$ cat src/rtl/up_down_counter_p.sv
// Parametrised up/down counter with step, load, boundary event and sticky flags.
// Define UDC_SATURATE_EN to clamp at the boundaries instead of wrapping modulo MAX_VAL+1.
module up_down_counter_p #(
  parameter int                 WIDTH   = 8,
  parameter logic [WIDTH-1:0]   MAX_VAL = {WIDTH{1'b1}},
  parameter int                 STEP_W  = 4
) (
  input  logic              clk,
  input  logic              rst,
  input  logic              en,
  input  logic              in,
  input  logic [STEP_W-1:0] step,
  input  logic              load,
  input  logic [WIDTH-1:0]  load_val,
  input  logic              clr_flags,
  output logic [WIDTH-1:0]  count,
  output logic              evt,
  output logic              ovf,
  output logic              unf
);

  // One extra bit so the up-sum and the modulus (2**WIDTH when MAX_VAL is all ones) fit.
  localparam logic [WIDTH:0] MAX_EXT = {1'b0, MAX_VAL};
  localparam logic [WIDTH:0] MOD_EXT = MAX_EXT + 1'b1;

  logic [WIDTH:0]   cnt_ext;
  logic [WIDTH:0]   step_ext;
  logic [WIDTH:0]   sum;
  logic [WIDTH:0]   diff;
  logic             up_cross;
  logic             dn_cross;
  logic             stepping;
  logic [WIDTH-1:0] load_sat;
  logic [WIDTH-1:0] up_next;
  logic [WIDTH-1:0] dn_next;
  logic [WIDTH-1:0] count_next;
  logic             evt_next;
  logic             set_ovf;
  logic             set_unf;

  always_comb begin
    cnt_ext  = {1'b0, count};
    step_ext = {{(WIDTH + 1 - STEP_W){1'b0}}, step};
    sum      = cnt_ext + step_ext;
    diff     = cnt_ext - step_ext;
    // At a boundary with step >= 1 these compares already fire, so saturate mode
    // needs no special case for "step attempted while at the boundary".
    up_cross = (sum > MAX_EXT);
    dn_cross = (step_ext > cnt_ext);
    stepping = en && !load;
    load_sat = (load_val > MAX_VAL) ? MAX_VAL : load_val;
  end

`ifdef UDC_SATURATE_EN
  always_comb begin
    up_next = up_cross ? MAX_VAL : sum[WIDTH-1:0];
    dn_next = dn_cross ? '0 : diff[WIDTH-1:0];
  end
`else
  logic [WIDTH:0] up_wrap;
  logic [WIDTH:0] dn_wrap;

  always_comb begin
    up_wrap = sum - MOD_EXT;
    dn_wrap = cnt_ext + MOD_EXT - step_ext;
    up_next = up_cross ? up_wrap[WIDTH-1:0] : sum[WIDTH-1:0];
    dn_next = dn_cross ? dn_wrap[WIDTH-1:0] : diff[WIDTH-1:0];
  end
`endif

  always_comb begin
    count_next = count;
    evt_next   = 1'b0;
    set_ovf    = 1'b0;
    set_unf    = 1'b0;
    if (load) begin
      count_next = load_sat;
    end else if (stepping) begin
      if (!in) begin
        count_next = up_next;
        evt_next   = up_cross;
        set_ovf    = up_cross;
      end else begin
        count_next = dn_next;
        evt_next   = dn_cross;
        set_unf    = dn_cross;
      end
    end
  end

  always_ff @(posedge clk) begin
    if (rst) begin
      count <= '0;
      evt   <= 1'b0;
      ovf   <= 1'b0;
      unf   <= 1'b0;
    end else begin
      count <= count_next;
      evt   <= evt_next;
      // A new crossing on the same edge as clr_flags keeps the flag set.
      ovf   <= (ovf && !clr_flags) || set_ovf;
      unf   <= (unf && !clr_flags) || set_unf;
    end
  end

endmodule

$ cat config.mk
export PLATFORM = sky130hd
export DESIGN_NAME = up_down_counter_p
export DESIGN_NICKNAME = d
export VERILOG_FILES = /design/src/rtl/up_down_counter_p.sv
export SDC_FILE = /design/constraint.sdc
export NUM_CORES = 1
export LEC_CHECK = 0
export BUFFER_PORTS_ARGS = -buffer_cell sky130_fd_sc_hd__buf_2
export CORE_MARGIN = 2
export CORE_UTILIZATION = 30
export DETAILED_ROUTE_END_ITERATION = 16
export HOLD_SLACK_MARGIN = 0.03
export PLACE_DENSITY = 0.55
export SETUP_SLACK_MARGIN = 0.15
export SYNTH_ARGS = -nofsm -noshare
export SYNTH_HDL_FRONTEND = slang
export SYNTH_SLANG_ARGS = --single-unit
export TNS_END_PERCENT = 10
$ cat constraint.sdc
create_clock -name clk -period 2.81 [get_ports clk]
set_input_delay 0 -clock clk [delete_from_list [all_inputs] [get_ports clk]]
set_output_delay 0 -clock clk [all_outputs]
set_load 0.03 [all_outputs]
==> results of run 1 <==
per-stage QoR:
stage | power, mW | cell area, µm² | utilization (%) | setup WS, ps
after detailed placement | 0.338 | 1090 | 36.3 | 822
after global routing | 0.490 | 1240 | 41.2 | 315
after floorplan | 0.294 | 932 | - | 715
after global placement | 0.336 | 1090 | 36.3 | 848
final | 0.458 | 1240 | 41.2 | 507
after CTS | 0.468 | 1240 | 41.2 | 525
state kept, by name, summed over array words and instances, names as in the netlist:
name / cells
count: 8
ovf: 1
evt: 1
unf: 1
timing repair:
item / 4_1_cts / 5_1_grt
hold buffers: 12 / 0
endpoints found under the hold margin: 9 / 0
setup endpoints to repair: 0 / 0
final timing paths:
path	slack [ps]	from	cells past startpoint	endpoint
min reg2reg	490	unf	2	unf
max reg2reg	510	count[0]	9	count[2]
min	40	load_val[4]	4	count[4]
max	510	count[0]	9	count[2]
worst max-delay path, delay by kind of cell (launching register included):
| family | cells | cell delay (ps) |
|---|---|---|
| buffers and inverters | 2 | 600 |
| flip-flops | 1 | 370 |
| adder cells (fa/ha/maj) | 2 | 610 |
| AO/OA/AOI/OAI | 2 | 300 |
| XOR/XNOR | 1 | 90 |
| multiplexers | 1 | 180 |
| AND/OR/NAND/NOR | 1 | 90 |
logic make-up after synthesis:
family	synth area share, %
flip-flops	23.6
adder cells (fa/ha/maj)	15.0
buffers and inverters	6.98
AND/OR/NAND/NOR	25.1
AO/OA/AOI/OAI	21.1
XOR/XNOR	2.82
multiplexers	5.37
cells in the final DEF, fill, tap and decap left out, types with 2 or more instances in the layout:
| master | count |
|---|---|
| a211oi_1 | 3 |
| a21oi_1 | 11 |
| and3_1 | 2 |
| buf_2 | 28 |
| clkbuf_4 | 3 |
| dfxtp_1 | 11 |
| dlygate4sd3_1 | 12 |
| fa_1 | 2 |
| ha_1 | 8 |
| inv_1 | 11 |
| mux2i_1 | 5 |
| nand2_1 | 4 |
| nand2b_1 | 5 |
| nand3_1 | 2 |
| nand3b_1 | 3 |
| nor2_1 | 13 |
| nor2b_1 | 3 |
| nor3_1 | 3 |
| o21a_1 | 2 |
| o21ai_0 | 3 |
| or3_1 | 3 |
| xnor2_1 | 2 |
Yosys cell counts (all sizes together), types with 2 or more instances:
cell | n | area (µm²)
ha | 8 | 100
nor3 | 3 | 15.0
xnor2 | 2 | 17.5
nand2 | 5 | 21.3
a211oi | 3 | 22.5
nor2b | 3 | 18.8
o21a | 2 | 15.0
nand2b | 5 | 31.3
inv | 11 | 41.3
nand3 | 2 | 10.0
nand3b | 3 | 22.5
o21ai | 3 | 15.0
or3 | 3 | 18.8
a21oi | 11 | 55.1
o211ai | 2 | 20.0
buf | 2 | 12.5
dfxtp | 11 | 220
clkbuf | 3 | 11.3
mux2i | 5 | 50.1
and3 | 2 | 12.5
fa | 2 | 40.0
nor2 | 13 | 48.8
metal layers:
metal	routed length (µm)	GRT usage, %	vias up
met5	0	0	-
li1	-	-	490
met1	1060	17.1	452
met3	94	1.95	4
met2	1120	23.9	22
met4	34	5.71	0
area by class of cell:
class,instances,area share (%)
inverter,11,3.34
clock buffer,3,1.82
sequential,11,17.8
clock inverter,1,0.404
tap,33,3.34
multi-input combinational,90,52.3
timing repair buffer,40,21.0
report_power, final:
part,internal [mW],switching [mW]
Sequential,0.166,0.0121
Combinational,0.0754,0.0925
Clock,0.0528,0.0592
==> results.toml, run 1 <==
[synthesis]
syn_inst = 117
async_flop_share_pct = 0
synth_edf_count = 0
yosys_warnings = 0
synth_nets = 145
netlist_area_um2 = 932
ys_seq_area_share_pct = 23.6
ys.flop_type = "dfxtp_1"
synth-seq-cells = 11
synth.distinct_cells = 38
syn_avg_cell_area_um2 = 7.97

[placed_design]
io_buffers = 28
place_congestion = 0.760
dp.cells = 173
dpl.hpwl_mm = 1.75

[route]
vias_per_cell = 5.12
firstDrtPassIters = 4
wl_mm = 2.30
drc = 0
antenna_left = 0
vias = 968
routedWlPerCell_um = 12.2
drt_iter0_drc = 15

[job]
max_cap_violations = 0

[timing]
post-route-period-util_pct = 82.0
maxSlewViolCount = 0
rsz0062_at_grt = "no"
min_period_ps = 2300
setup_tns_ps = 0
max_slew.worst_pin.slew_ps = 450
fin_skew_ps = 9.67
clock.fmax_mhz = 434
finalHoldViolCount = 0
setup_viol = 0
max-slew-margin-rel_pct = 70.0
hold_ws_ps = 40.1

[finish]
multi_input_area_um2 = 647
nNetsFinal = 185
syn_to_final_growth_pct = 32.8
drive_gt1_share_pct = 23.1
diodes = 0
fin_cells = 189
fill_cells = 314
seq_area_um2 = 220

[worst_setup_path]
cp-start-kind = "flip-flop"
crit_type = "reg2reg"
cp-end-kind = "flip-flop"
worst-path-max-fanout = 4
path_cells = "inv_1 > ha_1 > fa_1 > mux2i_1 > xnor2_1 > a211oi_1 > a21oi_1 > nor2_1 > dlygate4sd3_1"
crit_arrival_ps = 2530
required_ps = 3040
critPathMaxStageDelay_ps = 540
cpMaxStageDelayCell = "dlygate4sd3_1"

[global_route]
grt.overflow.total = 0
grt_first_pass_wirelength_mm = 3.80
grt_pass1_vias = 897
antenna_found_initial = 0
grt_max_degree = 17
grtUsageTotal_pct = 13.9

[pwr]
vdd_drop_max_v = 0.000162
total_leakage_power_nw = 0.623
power_density_mw_per_mm2 = 370

[cts]
cts_buffers = 3
clk_pin_slew_ps = 80
cts_root_buffer = "clkbuf_4"
ctsLongestPathBuffers = 2
cts_resized = 0
h-tree-depth = 1
post_cts_buffers = 0
cts_sinks = 11
clkLatencyLatePin_ps = 280
cts_tree = "done"

[floorplanning]
num_io_pins = 29
start_util_pct = 31.0
fp.dieW_um = 59.7
fp-row-count = 20
die_h_um = 59.7
core-area_mm2 = 0.00300
dieArea_mm2 = 0.00357

[run_status]
status = "finished, final reports clean"

[min_path]
hold_class = "in2reg"
No activity file was read; power rests on OpenSTA's default activity.
==> run 2, diff against run 1 <==
PLACE_DENSITY = 0.56   (was 0.55)
clock period = 1.8 ns   (was 2.81 ns; I/O delays follow)
==> results.toml, run 2 (synthesis results as in run 1) <==
[run_status]
status = "finished, final reports clean"

[timing]
fin_skew_ps = 8.74
max_slew.worst_pin.slew_ps = 302
rsz0062_at_grt = "yes"
setup_viol = 0
finalHoldViolCount = 0
max-slew-margin-rel_pct = 79.8
post-route-period-util_pct = 98.8
setup_tns_ps = 0
maxSlewViolCount = 0
min_period_ps = 1780
clock.fmax_mhz = 562
fin_ws_ps = 21.9

[worst_setup_path]
rr_worst_depth = 6
r2r_end = "count[7]"
crit_type = "reg2reg"
reg2reg_from = "count[2]"
cp-start-kind = "flip-flop"
worst-path-max-fanout = 7
required_ps = 1970
timing.reg2reg.setup_slack_ps = 20
cp-end-kind = "flip-flop"
startpoint = "count[2]"
crit_arrival_ps = 1950
crit_path_end = "count[7]"

[global_route]
antenna_found_initial = 0
grt_pass1_vias = 889
grtUsageTotal_pct = 14.6
grt.overflow.total = 0
grt_max_degree = 16
grt_first_pass_wirelength_mm = 3.95

[cts]
cts_tree = "done"
cts_buffers = 3
h-tree-depth = 1
cts_sinks = 11
cts_root_buffer = "clkbuf_4"
clkLatencyLatePin_ps = 280
ctsLongestPathBuffers = 2
clk_pin_slew_ps = 80

[route]
firstDrtPassIters = 4
drc = 0
drt_iter0_drc = 17
wl_mm = 2.45
vias = 952
routedWlPerCell_um = 12.9
vias_per_cell = 5.01
antenna_left = 0

[placed_design]
dpl.hpwl_mm = 1.85
dpl_cell_area_mm2 = 0.00119
place_congestion = 0.747
pre_cts_slack_ps = -15.4
io_buffers = 28

[floorplanning]
fp-row-count = 20
die_h_um = 59.7
core-area_mm2 = 0.00300
num_io_pins = 29
start_util_pct = 31.0
fp.dieW_um = 59.7
dieArea_mm2 = 0.00357

[finish]
syn_to_final_growth_pct = 44.4
final_cell_mix = "buf_2 (28), nor2_1 (13), inv_1 (10), a21oi_1 (10)"
nNetsFinal = 186
fin_util_pct = 44.8
regMostFlops = "count"
final_common_cell = "buf_2"
final_area_mm2 = 0.00135
drive_gt1_share_pct = 38.2
diodes = 0
largest_reg_flops = 8
fill_cells = 303

[pwr]
total_leakage_power_nw = 0.628
finalPower_mw = 0.776
power_density_mw_per_mm2 = 576
vdd_drop_max_v = 0.000296

[min_path]
min_from = "rst"
hold_class = "in2reg"

[job]
max_cap_violations = 0
-- run 2: cell count changes in the layout (fill, tap and decap cells not counted), sizes merged --
cell	delta
clkinv	-1
buf	+6
clkbuf	+1
dlygate4sd3	-5
-- run 2: cell type report --
type / count / area, µm² / area share (%)
multi-input cells: 90 / 747 / 55.5
repair buffers: 41 / 255 / 19.0
flip-flops and latches: 11 / 235 / 17.5
inverters: 11 / 41.3 / 3.07
well taps: 33 / 41.3 / 3.07
clock buffers: 4 / 26.3 / 1.95
-- run 2: worst min path at each step --
| stage | end | cells past startpoint |
|---|---|---|
| 4_1_cts | count[2] | 2 |
| 5_1_grt | count[2] | 2 |
| 6_report | count[2] | 2 |
| 3_3_place_gp | count[3] | 2 |
| 2_1_floorplan | count[3] | 1 |
| 3_5_place_dp | count[3] | 2 |
-- run 2: through the flow --
stage / hold WS [ps] / std cells
2_1_floorplan: 110 / 117
4_1_cts: 34.2 / 188
6_report: 23.4 / 190
3_3_place_gp: 194 / 176
3_5_place_dp: 198 / 176
5_1_grt: 36.6 / 190
-- run 2: worst max-delay path: stages (launching register included) --
cell,delay (ps)
dfxtp_4,360
ha_4,270
or3b_4,400
a31oi_4,150
o211ai_1,120
mux2i_1,130
a211o_1,230
-- run 2: report_power, final --
group          switching, mW  internal (mW)  total [mW]
Clock                 0.0980         0.0861       0.184
Combinational          0.164          0.148       0.311
Sequential            0.0214          0.259       0.280
Total                  0.283          0.493       0.776
-- run 2: routing by layer --
| metal | share of wire [%] | GRT usage, % |
|---|---|---|
| met1 | 46 | 18.8 |
| met2 | 49 | 23.9 |
| met3 | 4.2 | 3.25 |
| met4 | 1.5 | 4.76 |
| met5 | 0 | 0 |
-- run 2: what timing repair did --
item,in CTS,in global routing
gates resized for setup,2,7
setup endpoints to repair,6,9
hold buffers,7,0
buffers inserted,1,2
pin swaps,5,9
endpoints found under the hold margin,8,0
==> run 3, diff against run 2 <==
CORE_UTILIZATION = 45   (was 30)
PLACE_DENSITY = 0.77   (was 0.56)
clock period = 1.5 ns   (was 1.8 ns; I/O delays follow)
==> results.toml, run 3 (synthesis results as in run 1) <==
[finish]
syn_to_final_growth_pct = 55.2
final_common_cell = "buf_2"
final_cell_mix = "buf_2 (28), buf_4 (19), nor2_1 (13)"
fin_util_pct = 73.7
regMostFlops = "count"
drive_gt1_share_pct = 44.7
largest_reg_flops = 8
nNetsFinal = 199
final_area_mm2 = 0.00145
fin_cells = 197
diodes = 0

[pwr]
total_leakage_power_nw = 0.694
vdd_drop_max_v = 0.000719
power_density_mw_per_mm2 = 676

[worst_setup_path]
timing.reg2reg.setup_slack_ps = -270
cp-end-kind = "flip-flop"
crit_path_end = "count[5]"
worst-path-max-fanout = 4
rr_worst_depth = 6
cpMaxStageDelayCell = "dfxtp_4"
cp_num_buf_inv = 0
path_depth = 6
r2r_end = "count[5]"
required_ps = 1670
path_delay_family = "compound AO/OA/AOI/OAI gates"
startpoint = "count[2]"
path_cells = "ha_4 > nand2b_4 > a31oi_4 > o211a_1 > or3_1 > a32o_1"
critPathMaxStageDelay_ps = 360
crit_type = "reg2reg"
cp-start-kind = "flip-flop"
crit_arrival_ps = 1940
reg2reg_from = "count[2]"

[placed_design]
dpl_cell_area_mm2 = 0.00128
place_congestion = 0.831
io_buffers = 28
dpl.hpwl_mm = 1.93
dp.cells = 183

[cts]
cts_root_buffer = "clkbuf_4"
cts_sinks = 11
cts_tree = "done"
cts_buffers = 3
clkLatencyLatePin_ps = 270
ctsLongestPathBuffers = 2
h-tree-depth = 1
clk_pin_slew_ps = 80

[global_route]
grt.overflow.total = 0
grt_max_degree = 15
antenna_found_initial = 0
grt_pass1_vias = 1032
grt_first_pass_wirelength_mm = 4.39
grtUsageTotal_pct = 23.3

[route]
drc = 0
vias = 1047
firstDrtPassIters = 4
routedWlPerCell_um = 13.6
vias_per_cell = 5.31
drt_iter0_drc = 17
wl_mm = 2.69
antenna_left = 0

[timing]
setup_viol = 10
max_slew.worst_pin.slew_ps = 288
max-slew-margin-rel_pct = 80.8
rsz0062_at_grt = "yes"
maxSlewViolCount = 0
fin_skew_ps = 4.97
finalHoldViolCount = 0
post-route-period-util_pct = 118
min_period_ps = 1770
hold_ws_ps = 42.2
clock.fmax_mhz = 565
fin_ws_ps = -271

[floorplanning]
num_io_pins = 29
fp.dieW_um = 49.5
core-area_mm2 = 0.00196
start_util_pct = 47.5
dieArea_mm2 = 0.00245
die_h_um = 49.5
fp-row-count = 16

[job]
max_cap_violations = 0

[run_status]
violations = "negative setup slack"
status = "finished, violations left"

[min_path]
hold_class = "in2reg"
## run 3: worst min-delay path by stage
stage	to	start	cells past startpoint
2_1_floorplan	count[3]	load_val[3]	1
3_3_place_gp	count[3]	load_val[3]	2
3_5_place_dp	count[7]	load_val[7]	2
4_1_cts	count[1]	rst	2
5_1_grt	count[0]	rst	2
6_report	count[0]	rst	2
## run 3: power by group
group          internal [mW]  switching, mW  leakage, nW
registers              0.311         0.0219       0.0931
clock network          0.103          0.111       0.0150
logic                  0.213          0.218        0.586
total                  0.627          0.351        0.694
## run 3: layout make-up
type / instances / area (µm²)
clock buffer: 4 / 26.3
fill: 162 / 515
inverter: 11 / 41.3
multi-input combinational: 90 / 757
sequential: 11 / 235
tap: 27 / 33.8
timing repair buffer: 54 / 353
## run 3: layer usage
layer	up-vias	GRT usage (%)	share of wire (%)
li1	517	-	-
met1	503	28.2	44
met2	25	42.3	52
met3	2	2.73	3.8
met4	0	7.87	0.78
met5	-	0	0
## run 3: timing repair
| action | 4_1_cts | 5_1_grt |
|---|---|---|
| endpoints found under the hold margin | 8 | 0 |
| pin swaps | 7 | 3 |
| hold buffers | 7 | 0 |
| endpoints found under the setup margin | 10 | 10 |
| setup buffers | 3 | 0 |
| gates resized for setup | 8 | 3 |
## run 3: worst reg2reg max path, stage by stage, from the launching register on
cell      delay (ps)
dfxtp_4          360
ha_4             290
nand2b_4         140
a31oi_4           90
o211a_1          230
or3_1            310
a32o_1           260
## run 3: stage by stage
stage | TNS (ps) | setup WS, ps | total power, mW
2_1_floorplan | -1480 | -275 | 0.585
3_3_place_gp | -1330 | -259 | 0.705
3_5_place_dp | -1650 | -295 | 0.719
4_1_cts | -1500 | -292 | 0.973
5_1_grt | -2350 | -327 | 1.04
6_report | -1530 | -271 | 0.978
